<file path="src/rtl/key_entry_pkg.sv">
// Shared types and helpers for the keypad entry / display mux block.
// Optional feature macro: ZERO_BLANK_EN (see key_entry_ctrl.sv).
package key_entry_pkg;

    typedef enum logic [1:0] {SHOW_L, BLANK_LR, SHOW_R, BLANK_RL} sched_state_t;

    localparam int DEF_MUX_DIV      = 24_000;
    localparam int DEF_BLANK_CYCLES = 48;

    // True when exactly one bit of the nibble is set.
    function automatic logic is_onehot4(input logic [3:0] v);
        return (v != 4'd0) && ((v & (v - 4'd1)) == 4'd0);
    endfunction

    // Bit index of a one-hot nibble (result is meaningless otherwise).
    function automatic logic [1:0] idx4(input logic [3:0] v);
        return {v[3] | v[2], v[3] | v[1]};
    endfunction

    // Keypad legend: 1 2 3 A / 4 5 6 B / 7 8 9 C / E 0 F D.
    function automatic logic [3:0] key_hex(input logic [1:0] row, input logic [1:0] col);
        logic [3:0] h;
        case ({row, col})
            4'h0: h = 4'h1;  4'h1: h = 4'h2;  4'h2: h = 4'h3;  4'h3: h = 4'hA;
            4'h4: h = 4'h4;  4'h5: h = 4'h5;  4'h6: h = 4'h6;  4'h7: h = 4'hB;
            4'h8: h = 4'h7;  4'h9: h = 4'h8;  4'hA: h = 4'h9;  4'hB: h = 4'hC;
            4'hC: h = 4'hE;  4'hD: h = 4'h0;  4'hE: h = 4'hF;  default: h = 4'hD;
        endcase
        return h;
    endfunction

endpackage

</file>
<file path="src/rtl/key_entry_ctrl_if.sv">
// Scanner-side inputs and display-side outputs of key_entry_ctrl.
interface key_entry_ctrl_if;
    logic [7:0] rc;
    logic       en;
    logic [3:0] digit_l;
    logic [3:0] digit_r;
    logic [3:0] hex_out;
    logic [1:0] an;
    logic       new_key;
    logic       err;

    // The controller itself.
    modport slave  (input rc, en, output digit_l, digit_r, hex_out, an, new_key, err);
    // The environment: scanner driving keys, observer of the display.
    modport master (output rc, en, input digit_l, digit_r, hex_out, an, new_key, err);
endinterface

</file>
<file path="src/rtl/key_entry_ctrl_keypad_decode.sv">
// Combinational keypad decode: row/col one-hot code -> hex nibble + valid.
module keypad_decode
    import key_entry_pkg::*;
(
    input  logic [7:0] rc_i,
    output logic [3:0] hex_o,
    output logic       valid_o
);
    assign valid_o = is_onehot4(rc_i[7:4]) && is_onehot4(rc_i[3:0]);
    assign hex_o   = key_hex(idx4(rc_i[7:4]), idx4(rc_i[3:0]));
endmodule

</file>
<file path="src/rtl/key_entry_ctrl.sv">
// Two-digit keypad entry register plus a shared seven-segment scheduler
// with anode dead-time. Optional macro ZERO_BLANK_EN: keep the left anode
// off while the left digit is zero (leading-zero suppression).
module key_entry_ctrl
    import key_entry_pkg::*;
#(
    parameter int MUX_DIV      = DEF_MUX_DIV,
    parameter int BLANK_CYCLES = DEF_BLANK_CYCLES
) (
    input  logic          clk,
    input  logic          reset,
    key_entry_ctrl_if.slave bus
);
    localparam int CNT_MAX = (MUX_DIV > BLANK_CYCLES) ? MUX_DIV : BLANK_CYCLES;
    localparam int CW      = (CNT_MAX > 1) ? $clog2(CNT_MAX) : 1;

    logic [3:0]   key_hex_w;
    logic         key_valid_w;
    logic [3:0]   digit_l_q, digit_l_d, digit_r_q, digit_r_d, hex_q, hex_d;
    logic         new_key_q, new_key_d, err_q, err_d;
    sched_state_t state_q, state_d;
    logic [CW-1:0] count_q, count_d, last_cnt;
    logic [1:0]   an_w;

    keypad_decode u_dec (.rc_i(bus.rc), .hex_o(key_hex_w), .valid_o(key_valid_w));

    // Entry register next-state: shift in a valid key, flag a malformed one.
    always_comb begin
        digit_l_d = digit_l_q;
        digit_r_d = digit_r_q;
        new_key_d = bus.en && key_valid_w;
        err_d     = bus.en && !key_valid_w;
        if (bus.en && key_valid_w) begin
            digit_l_d = digit_r_q;
            digit_r_d = key_hex_w;
        end
    end

    // Scheduler next-state and Moore anode decode.
    always_comb begin
        state_d  = state_q;
        last_cnt = (state_q == SHOW_L || state_q == SHOW_R) ? CW'(MUX_DIV - 1)
                                                            : CW'(BLANK_CYCLES - 1);
        count_d  = count_q + 1'b1;
        if (count_q == last_cnt) begin
            count_d = '0;
            case (state_q)
                SHOW_L:   state_d = BLANK_LR;
                BLANK_LR: state_d = SHOW_R;
                SHOW_R:   state_d = BLANK_RL;
                default:  state_d = SHOW_L;
            endcase
        end
        case (state_q)
`ifdef ZERO_BLANK_EN
            SHOW_L:  an_w = (digit_l_q == 4'd0) ? 2'b11 : 2'b10;
`else
            SHOW_L:  an_w = 2'b10;
`endif
            SHOW_R:  an_w = 2'b01;
            default: an_w = 2'b11;
        endcase
    end

    // Hex feed to the decoder follows the lit digit; held through blanking.
    always_comb begin
        hex_d = hex_q;
        if (state_q == SHOW_L) hex_d = digit_l_q;
        else if (state_q == SHOW_R) hex_d = digit_r_q;
    end

    // All state registers, synchronous active-low reset.
    always_ff @(posedge clk) begin
        if (!reset) begin
            digit_l_q <= 4'd0;
            digit_r_q <= 4'd0;
            hex_q     <= 4'd0;
            new_key_q <= 1'b0;
            err_q     <= 1'b0;
            state_q   <= BLANK_RL;
            count_q   <= '0;
        end else begin
            digit_l_q <= digit_l_d;
            digit_r_q <= digit_r_d;
            hex_q     <= hex_d;
            new_key_q <= new_key_d;
            err_q     <= err_d;
            state_q   <= state_d;
            count_q   <= count_d;
        end
    end

    assign bus.digit_l = digit_l_q;
    assign bus.digit_r = digit_r_q;
    assign bus.hex_out = hex_q;
    assign bus.an      = an_w;
    assign bus.new_key = new_key_q;
    assign bus.err     = err_q;
endmodule

</file>
<file path="src/flat_wrapper.sv">
// flat-port wrapper written by rule: the top's interface ports become plain ports
module key_entry_ctrl_flat import key_entry_pkg::*;
#(
    parameter int MUX_DIV      = DEF_MUX_DIV,
    parameter int BLANK_CYCLES = DEF_BLANK_CYCLES
)
  (clk, reset, bus_rc, bus_en, bus_digit_l, bus_digit_r, bus_hex_out, bus_an, bus_new_key, bus_err);
  key_entry_ctrl_if bus_i ();
  input  logic clk;
  input  logic reset;
  input wire logic [$bits(bus_i.rc)-1:0] bus_rc;
  input wire logic [$bits(bus_i.en)-1:0] bus_en;
  output wire logic [$bits(bus_i.digit_l)-1:0] bus_digit_l;
  output wire logic [$bits(bus_i.digit_r)-1:0] bus_digit_r;
  output wire logic [$bits(bus_i.hex_out)-1:0] bus_hex_out;
  output wire logic [$bits(bus_i.an)-1:0] bus_an;
  output wire logic [$bits(bus_i.new_key)-1:0] bus_new_key;
  output wire logic [$bits(bus_i.err)-1:0] bus_err;
  assign bus_i.rc = bus_rc;
  assign bus_i.en = bus_en;
  assign bus_digit_l = bus_i.digit_l;
  assign bus_digit_r = bus_i.digit_r;
  assign bus_hex_out = bus_i.hex_out;
  assign bus_an = bus_i.an;
  assign bus_new_key = bus_i.new_key;
  assign bus_err = bus_i.err;
  key_entry_ctrl #(.MUX_DIV(MUX_DIV), .BLANK_CYCLES(BLANK_CYCLES)) u_core (.clk(clk), .reset(reset), .bus(bus_i));
endmodule
</file>
<file path="config.mk">
export PLATFORM = sky130hd
export DESIGN_NAME = key_entry_ctrl_flat
export DESIGN_NICKNAME = d
export VERILOG_FILES = /design/src/rtl/key_entry_pkg.sv /design/src/rtl/key_entry_ctrl_if.sv /design/src/rtl/key_entry_ctrl_keypad_decode.sv /design/src/rtl/key_entry_ctrl.sv /design/src/flat_wrapper.sv
export SDC_FILE = /design/constraint.sdc
export NUM_CORES = 1
export LEC_CHECK = 0
export ABC_AREA = 1
export CAP_MARGIN = 5
export CORE_MARGIN = 2
export CORE_UTILIZATION = 30
export CTS_CLUSTER_SIZE = 14
export DETAILED_ROUTE_END_ITERATION = 12
export PLACE_DENSITY = 0.53
export SLEW_MARGIN = 20
export SYNTH_ARGS = -nofsm -noshare
export SYNTH_HDL_FRONTEND = slang
export SYNTH_HIERARCHICAL = 1
export SYNTH_SLANG_ARGS = --single-unit
</file>
<file path="constraint.sdc">
create_clock -name clk -period 1.7 [get_ports clk]
set_input_delay 0.17 -clock clk [delete_from_list [all_inputs] [get_ports clk]]
set_output_delay 0.17 -clock clk [all_outputs]
set_load 0.05 [all_outputs]
</file>
== After elaboration in Yosys (flattened, before gate mapping) ==
Memories as Yosys holds them, arrays and structs flattened. A register that Yosys moved wholly into a read port is not among the register bits.
Index checks and enable logic that the tools add are counted.
W data, S select, Z words.

* Input port bits: 11
* Register bits after elaboration: 27
* Word-level logic and storage cells: 40
* Output and inout port bits: 16
* Memories: 1
* Bits in read-only memories: 64

* $add $sub $neg: 3
* Reduce and logical (&&, ||, !) cells: 15
* Multiplexer cells: 5
* Bitwise operators: 7
* Equality and inequality tests: 3

{| class="wikitable"
|+ Memory list
! name !! words !! bits a word !! read ports !! clocked after memory_dff !! write ports !! line !! source
|-
| (no name shown) || 16 || 4 || 1 || 1 || 0 || key_entry_pkg.sv:23 || <nowiki>case ({row, col})</nowiki>
|}

{| class="wikitable"
|+ Operators by type and width
! kind !! count
|-
| $add A15 B1 Y15 const B || 1
|-
| $eq A15 B15 Y1 || 1
|-
| $mux W15 || 1
|-
| $and A4 B4 Y4 || 2
|-
| $logic_not A4 Y1 || 2
|-
| $mux W4 || 2
|-
| $reduce_bool A4 Y1 || 2
|-
| $sub A4 B1 Y4 const B || 2
|-
| $pmux W2 S3 || 1
|-
| $logic_and A1 B1 Y1 || 5
|-
| $or A1 B1 Y1 || 4
|-
| $pmux W2 S2 || 1
|-
| $eq A2 B1 Y1 const B || 1
|-
| $eq A2 B2 Y1 const B || 1
|-
| $logic_not A1 Y1 || 2
|-
| $logic_not A2 Y1 || 1
|-
| $reduce_bool A2 Y1 || 1
|-
| $reduce_or A2 Y1 || 1
|-
| $logic_or A1 B1 Y1 || 1
|-
| $not A1 Y1 || 1
|}

== Longest topological paths before layout ==
* Word-level depth: 7
* Mapped depth: 10
* Depth with buffers taken out: 10

== By module ==
Netlist, hierarchy kept.

{| class="wikitable"
|+ Modules (own cells, without submodules)
! module !! instances !! cells each !! sequential area each (µm²) !! area each (µm²)
|-
| key_entry_ctrl || 1 || 187 || 620.6 || 1,460.2
|-
| keypad_decode || 1 || 53 || 0.0 || 271.5
|}

== Worst setup path after synthesis ==
No wires, ideal clock.

* Path kind: register to register
* From: reg u_core.count_q[0]
* To: reg u_core.count_q[6]
* Cell stages (with the launch flop): 10
* Path buffers: 1
* Arrival time: 1,268 ps
* Data required time: 1,583 ps
* Clock period less this slack: 1,385 ps
* Setup slack: 315 ps
* Cells stage by stage: dfxtp_1 ha_1 nand2_1 nor2_4 nand3_2 nor2_4 nand2_4 nand2_4 buf_12 nor2_2

* Cells in the longest elaborated chain, start to end: 2

{| class="wikitable"
|+ Ends and longest elaborated chain
! element !! line !! source
|-
| start, declared || key_entry_ctrl.sv:22 || <nowiki>logic [CW-1:0] count_q, count_d, last_cnt;</nowiki>
|-
| start signal, assigned || key_entry_ctrl.sv:89 || <nowiki>count_q <= count_d;</nowiki>
|-
| branches (longest 2 deep; another with $add A15 B1 Y15) || n/a ||
|}

Parallel ways; which one is timed is not known.
A chain may end at the register's enable or synchronous reset.

== Final worst setup path ==
* From: reg u_core.digit_l_q[2], in the netlist u_core/bus.digit_l[2]
* To: out bus_digit_l[2]

{| class="wikitable"
|+ RTL lines
! element !! line !! source
|-
| start, declared || key_entry_ctrl.sv:19 || <nowiki>logic [3:0] digit_l_q, digit_l_d, digit_r_q, digit_r_d, hex_q, hex_d;</nowiki>
|-
| start signal, assigned || key_entry_ctrl.sv:83 || <nowiki>digit_l_q <= digit_l_d;</nowiki>
|-
| end, declared || flat_wrapper.sv:13 || <nowiki>output wire logic [$bits(bus_i.digit_l)-1:0] bus_digit_l;</nowiki>
|}

No word-level cell between the ends.

==> summary.md <==
| Metric | Value |
|---|---|
| Post-synthesis instance total | 240 |
| Worst Skew | ~0.0060 ns |
| Combinational power share | between 10% and 20% |
| Average size of a mapped cell | 7.22 µm² |
| Max cap viols | 0 |
| RR Startpoint | u_core/count_q[0] |
| Skew-Pair Late Insertion Delay | between 0.2 and 0.3 ns |
| Gr ovfl total | 0 |
| Design area | 0.00226 mm² |
| Synth area leader | dfxtp_1 |
| Crit path DAT | between 1 and 1.5 ns |
| CTS buffer count | 5 |
| Seq/Total Area, Yosys | between 30 and 40% |
| Largest net degree at the start of global routing | 18 |
| Synth unique cells | 25 |
| Vias | 1540 |
| Max Slew Vio Count | 0 |
| Overall Power | 1.48 mW |
| # IOs | 27 |
| Slew headroom | between 60% and 70% |
| IO Port Bufs | 26 |
| Post-synth top area share | between 30% and 40% |
| # DRC | 0 |
| CTS clk-pin slew, worst paths | 0.07 ns |
| WHS Path Cells | 1 |
| Final Net Count | ~300 |
| Status | complete, no violations |
| Bufs on Longest Clock Path | 2 |
| Total inserted antenna cells | 0 |
| Chip width | 80.0 µm |
| CP max-delay cell | clkdlybuf4s50_1 |
| Final hold vios | 0 |
| Top post-synthesis cells by area | dfxtp_1 36%, nand2_1 11%, ha_1 7.2% |
| Final cell count without fillers | around 360 |
| Total wire length | 3.77 mm |
| Worst min-delay path class | flip-flop to flip-flop |
| PostCTS Resize Cnt | 0 |
| H-tree levels | 2 |
| VDD IR max | about 520 µV |
| Cell Int Power | 1.10 mW |
| Met1 GRT Util | 16.2% |
| Worst Reg-to-Reg Cells | 8 |
| GR Util met2 | between 10% and 20% |
| Syn_nets | roughly 260 |
| Post-route clock period utilization | a little over nine tenths |
| Average via count per standard cell | between 4 and 5 |
| Flop pwr share | between 50 and 60% |
| Core box area | approximately 0.0055 mm² |
| Cell family with most CP delay | buffers and inverters |
| Initial Util | between 30% and 40% |
| GR Util All Layers | between 10 and 15% |
| Vias in the first global route | 1449 |
| CP required | 1.53 ns |
| WP buf/inv | 1 |
| Max Freq | 0.614 GHz |
| Clk pwr share | a little under two fifths |
| FP Rows | 27 |
| RSZ-0062 raised after global routing | no |
| Iteration count of the initial detailed-routing pass | 4 |
| Pwr Density | between 600 and 700 mW/mm² |
| Worst Tran Pin Value | 0.511 ns |
| Cell total after placement | 350 |
| First-pass GRT wire length | about 6.4 mm |
| Critical-path cell list | clkdlybuf4s50_1 |
| Fill count | just under 600 |
| Worst hold endpoint | u_core/count_q[0] |
| Routing usage on met3 | between 4 and 5% |
| Final Setup Violations | 0 |
| Post-place setup slack | -0.0824 ns |
| CTS tree | yes |
| Post-CTS Setup Inserts | 0 |
| Detailed-route wire length per cell | 10.5 µm |
| Clock period minus worst slack | roughly 1.6 ns |
| Sw power | roughly 380 µW |
| 1st-iter DRT viols | 74 |
| Number of register bits inferred by synthesis | 31 |
| Layout area overhead | 30.3% |
| CTS Sinks | 31 |
| Switch share | between 20 and 30% |
| Hold_sp | u_core/count_q[0] |
| Cell Area, Synth | between 0.0015 and 0.002 mm² |
| Leak | between 0.9 and 1 nW |
| Reg2reg end | u_core/count_q[9] |
| # hold bufs at CTS | 0 |
| Dpl cell area | about 0.0022 mm² |
| Clock root buffer | clkbuf_8 |
| Setup crit end kind | output port |
| TNS Setup | 0 ns |
| Yosys warning total | 6 |
| DP Wirelength | 2.78 mm |
| CP peak stage delay | roughly 0.81 ns |
| Setup slack, reg-to-reg | around 0.18 ns |
| Post-route worst setup slack | slightly above 0.07 ns |
| Routability cong. | around 0.76 |
| ANT nets after route | 0 |
| GRT Max-Usage Layer | met2 |
| Crit Path Max Fanout | 3 |
| Die area | 0.00640 mm² |
| Initial antenna violation count | 0 |
| Die Ht | approximately 80 µm |
| Critical setup path kind | flip-flop to output port |
| Share of cells above drive strength 1 | 17.8% |
| Type of origin of the critical path | flip-flop |
## worst max path at each step
stage / slack, ns / cells past startpoint / to / startpoint
after global routing: 0.02 / 8 / u_core/count_q[12] / u_core/count_q[0]
after global placement: -0.05 / 10 / u_core/bus.digit_r[3] / bus_rc[1]
final: 0.07 / 1 / bus_digit_l[2] / u_core/bus.digit_l[2]
after floorplan: 0.32 / 9 / u_core/count_q[6] / u_core/count_q[0]
after detailed placement: -0.08 / 8 / u_core/bus.digit_r[2] / bus_rc[3]
after CTS: 0.06 / 1 / bus_digit_l[2] / u_core/bus.digit_l[2]
## layer usage
layer / share of wire (%) / vias to the layer above
met5: 0 / -
met4: 1.1 / 0
met3: 5.8 / 5
met2: 43 / 33
met1: 51 / 660
li1: - / 842
## synthesized netlist by cell type
cell type,instances
a31oi_1,4
o21ai_0,10
clkbuf_1,1
dfxtp_1,31
buf_12,1
inv_2,5
nand2_1,50
or2_0,1
a21oi_1,11
nand2_4,2
clkinv_1,1
nor3_1,1
xnor2_1,5
o221ai_1,4
inv_1,33
nand3_2,1
nand3_1,17
o21ai_1,1
nor2_1,26
nor2_4,3
nand2_2,2
nor2_2,13
ha_1,10
xor2_1,6
o211ai_1,1
## flip-flops by register name, summed over array words and instances (netlist names)
register,cells
u_core/bus.digit_l,4
u_core/bus.digit_r,4
u_core/bus.err,1
u_core/bus.hex_out,4
u_core/bus.new_key,1
u_core/count_q,15
u_core/state_q,2
## cell usage in the layout (no fill, tap or decap), drive strengths merged
| master | n |
|---|---|
| a31oi | 4 |
| inv | 38 |
| clkinv | 2 |
| ha | 10 |
| buf | 19 |
| clkbuf | 7 |
| nand2 | 54 |
| xnor2 | 5 |
| nand3 | 18 |
| o221ai | 4 |
| nor2 | 42 |
| a21oi | 11 |
| clkdlybuf4s50 | 21 |
| nor3 | 1 |
| o21ai | 11 |
| xor2 | 6 |
| or2 | 1 |
| dfxtp | 31 |
| o211ai | 1 |
## power by group through the flow
stage               clock [mW]  sequential (mW)  combinational (mW)
detailed placement           0            0.763               0.174
finish                   0.559            0.746               0.174
floorplan                    0            0.782              0.0804
global route             0.616            0.747               0.191
global placement             0            0.763               0.174
CTS                      0.582            0.746               0.175
## logic make-up (layout without fill, tap and decap cells)
group	count (synthesis)	count (layout)	share of synthesized area, %
adders and majority gates	10	10	7.23
DFF	31	31	35.8
AOI/OAI and AO/OA	31	31	10.3
buffers and inverters	41	87	9.83
and+or+nand+nor	116	116	31.3
xor gates and xnor gates	11	11	5.56
## final cells by class
| cell class | count | area (µm²) | area share (%) |
|---|---|---|---|
| clock inverter | 1 | 5.00 | 0.222 |
| multi-input combinational | 168 | 941 | 41.7 |
| tap | 72 | 90.1 | 3.99 |
| inverter | 39 | 146 | 6.49 |
| clock buffer | 7 | 76.3 | 3.38 |
| sequential | 31 | 621 | 27.5 |
| timing repair buffer | 40 | 378 | 16.7 |
## metrics by stage
stage / hold slack, ns / utilization (%)
2_1_floorplan: 0.284 / -
3_5_place_dp: 0.442 / 39.3
5_1_grt: 0.473 / 40.7
4_1_cts: 0.461 / 40.7
3_3_place_gp: 0.442 / 39.3
6_report: 0.455 / 40.7
No activity file was read; power rests on OpenSTA's default activity.
==> edit, RTL diff (config.mk and constraints unchanged) <==
Set the package constant `DEF_BLANK_CYCLES` to 72 (it was 48).
--- a/src/rtl/key_entry_pkg.sv
+++ b/src/rtl/key_entry_pkg.sv
@@ -7,3 +7,3 @@
     localparam int DEF_MUX_DIV      = 24_000;
-    localparam int DEF_BLANK_CYCLES = 48;
+    localparam int DEF_BLANK_CYCLES = 72;
 
Function: no difference found for any inputs over 10 cycles, from zero or initial values and one cycle with reset low; that may be too few to reach the edited logic, so the function may still have changed.
==> edit against the unedited design <==
Die area is 1.1% lower; combinational power down 5%; area after synthesis down 1.2%; design area down 0.83%; setup slack worse by 0.037 ns; power is 11% higher; hold slack worse by 0.0030 ns; core utilization down 0.091 points; routed wire length is 2.7% lower; maximum frequency is 2.2% lower; sequential cell count did not move; synthesized cell count is 4.6% higher; critical path type unchanged.
==> edit: results (changes against the unedited design) <==
* Outcome: finished clean
* Global-route wire length before repair: 6.49 mm (+0.96%)
- Sorting the synthesized cells by area gives the leading types as dfxtp_1 36%, nor2_1 14%, nand2_1 9.4%, ha_1 7.3%, inv_1 6.8%.
* Post-CTS setup buffer count: 0 (unchanged)
- The synthesized net count is 272 (+4.2%).
* DR WL/cell: 10.0 um (-4.6%)
- Met3 Track Usage GR: 0.0362 (-0.0113)
- Antenna violations before repair: 0 (unchanged)
- Final GP Congestion: 0.812 (+6.7%)
- Worst-Margin Slew: 0.509 ns (-0.00143 ns)
- IO buf count: 26 (unchanged)
* Final-report max-slew violation count: 0 (unchanged)
* Peak VDD IR: 0.481 mV (-6.6%)
* Buffer type at the clock tree root: clkbuf_8
* Count of distinct cell types in the synthesized netlist: 24 (-4.0%)
- Fraction of final layout cells with drive strength greater than 1: 0.150 (-0.0282)
- The top fanout value on the critical path came to 3 (unchanged).
- The number of global-route vias before repair was 1,502 (+3.7%).
- By count the netlist is led by 62 x nor2_1, 43 x nand2_1, 31 x dfxtp_1, 31 x inv_1, 18 x nand3_1.
- Largest Register: u_core/count_q
- Average vias per placed instance: 4.39 (+2.0%)
* Worst Clk Skew: 0.0109 ns (+0.00491 ns)
- Htree depth: 2 (unchanged)
- The share of flip-flops with an asynchronous set or reset is 0 (unchanged).
- Among all stages on the critical path, the largest delay is contributed by clkdlybuf4s50_1.
- The share of the yosys chip area belonging to registers was 0.363 (+0.00419).
* Final HPWL from detailed placement: 2.79 mm (+0.28%)
* Antenna diode count: 0 (unchanged)
- Required time at the worst-slack endpoint: 1.53 ns (about the same)
- Post-Place Setup Slack: -0.0517 ns (+0.0307 ns)
* Leakage Power: 0.953 nW (+1.1%)
- Met1 Resource Use GR: 0.174 (+0.0119)
- Met2 capacity usage during global routing: 0.197 (about the same)
* Number of buffers created by CTS: 5 (unchanged)
* GRT Total Usage: 0.128 (+0.000345)
- Final net count: 313 (+2.3%)
- The number of design-rule violations left by the first detailed-router iteration came to 79 (+6.8%).
edit: logic make-up after synthesis:
group,synth area share
flops,0.363
buf+inv,0.0884
fa+ha+maj,0.0731
simple gates,0.350
xor+xnor,0.0461
compound gates,0.0797
edit: cell type report:
| class | count | area [um2] |
|---|---|---|
| fill | 569 | 3270 |
| multi-input combinational | 182 | 940 |
| sequential | 31 | 621 |
| timing repair buffer | 36 | 340 |
| inverter | 36 | 135 |
| tap | 72 | 90.1 |
| clock buffer | 5 | 68.8 |
| clock inverter | 3 | 43.8 |
edit: per-layer routing:
layer,vias to the layer above,share of wire,wire length [um]
met5,-,0,0
met4,0,0.0060,22
met3,4,0.042,153
met2,32,0.44,1600
met1,698,0.52,1890
li1,867,-,-
edit: power by group:
group          switching (mW)  internal [mW]  total (mW)
sequential            0.00968          0.738       0.748
combinational          0.0920         0.0740       0.166
clock                   0.291          0.436       0.727
total                   0.392           1.25        1.64
edit: path summary, 6_finish.rpt:
check | from | to | slack [ns] | cells past startpoint
worst max-delay path | u_core/bus.digit_l[0] | bus_digit_l[0] | 0.03 | 1
worst max register to register | u_core/state_q[1] | u_core/bus.hex_out[3] | 0.27 | 5
worst min-delay path | u_core/count_q[0] | u_core/count_q[0] | 0.45 | 1
worst min register to register | u_core/count_q[0] | u_core/count_q[0] | 0.45 | 1
edit: per-stage QoR:
step,cell area [um2],std cells,power [mW],util
2_1_floorplan,1710,251,0.859,-
3_3_place_gp,2130,357,0.931,0.386
3_5_place_dp,2130,357,0.931,0.386
4_1_cts,2240,365,1.66,0.406
5_1_grt,2240,365,1.72,0.406
6_report,2240,365,1.64,0.406
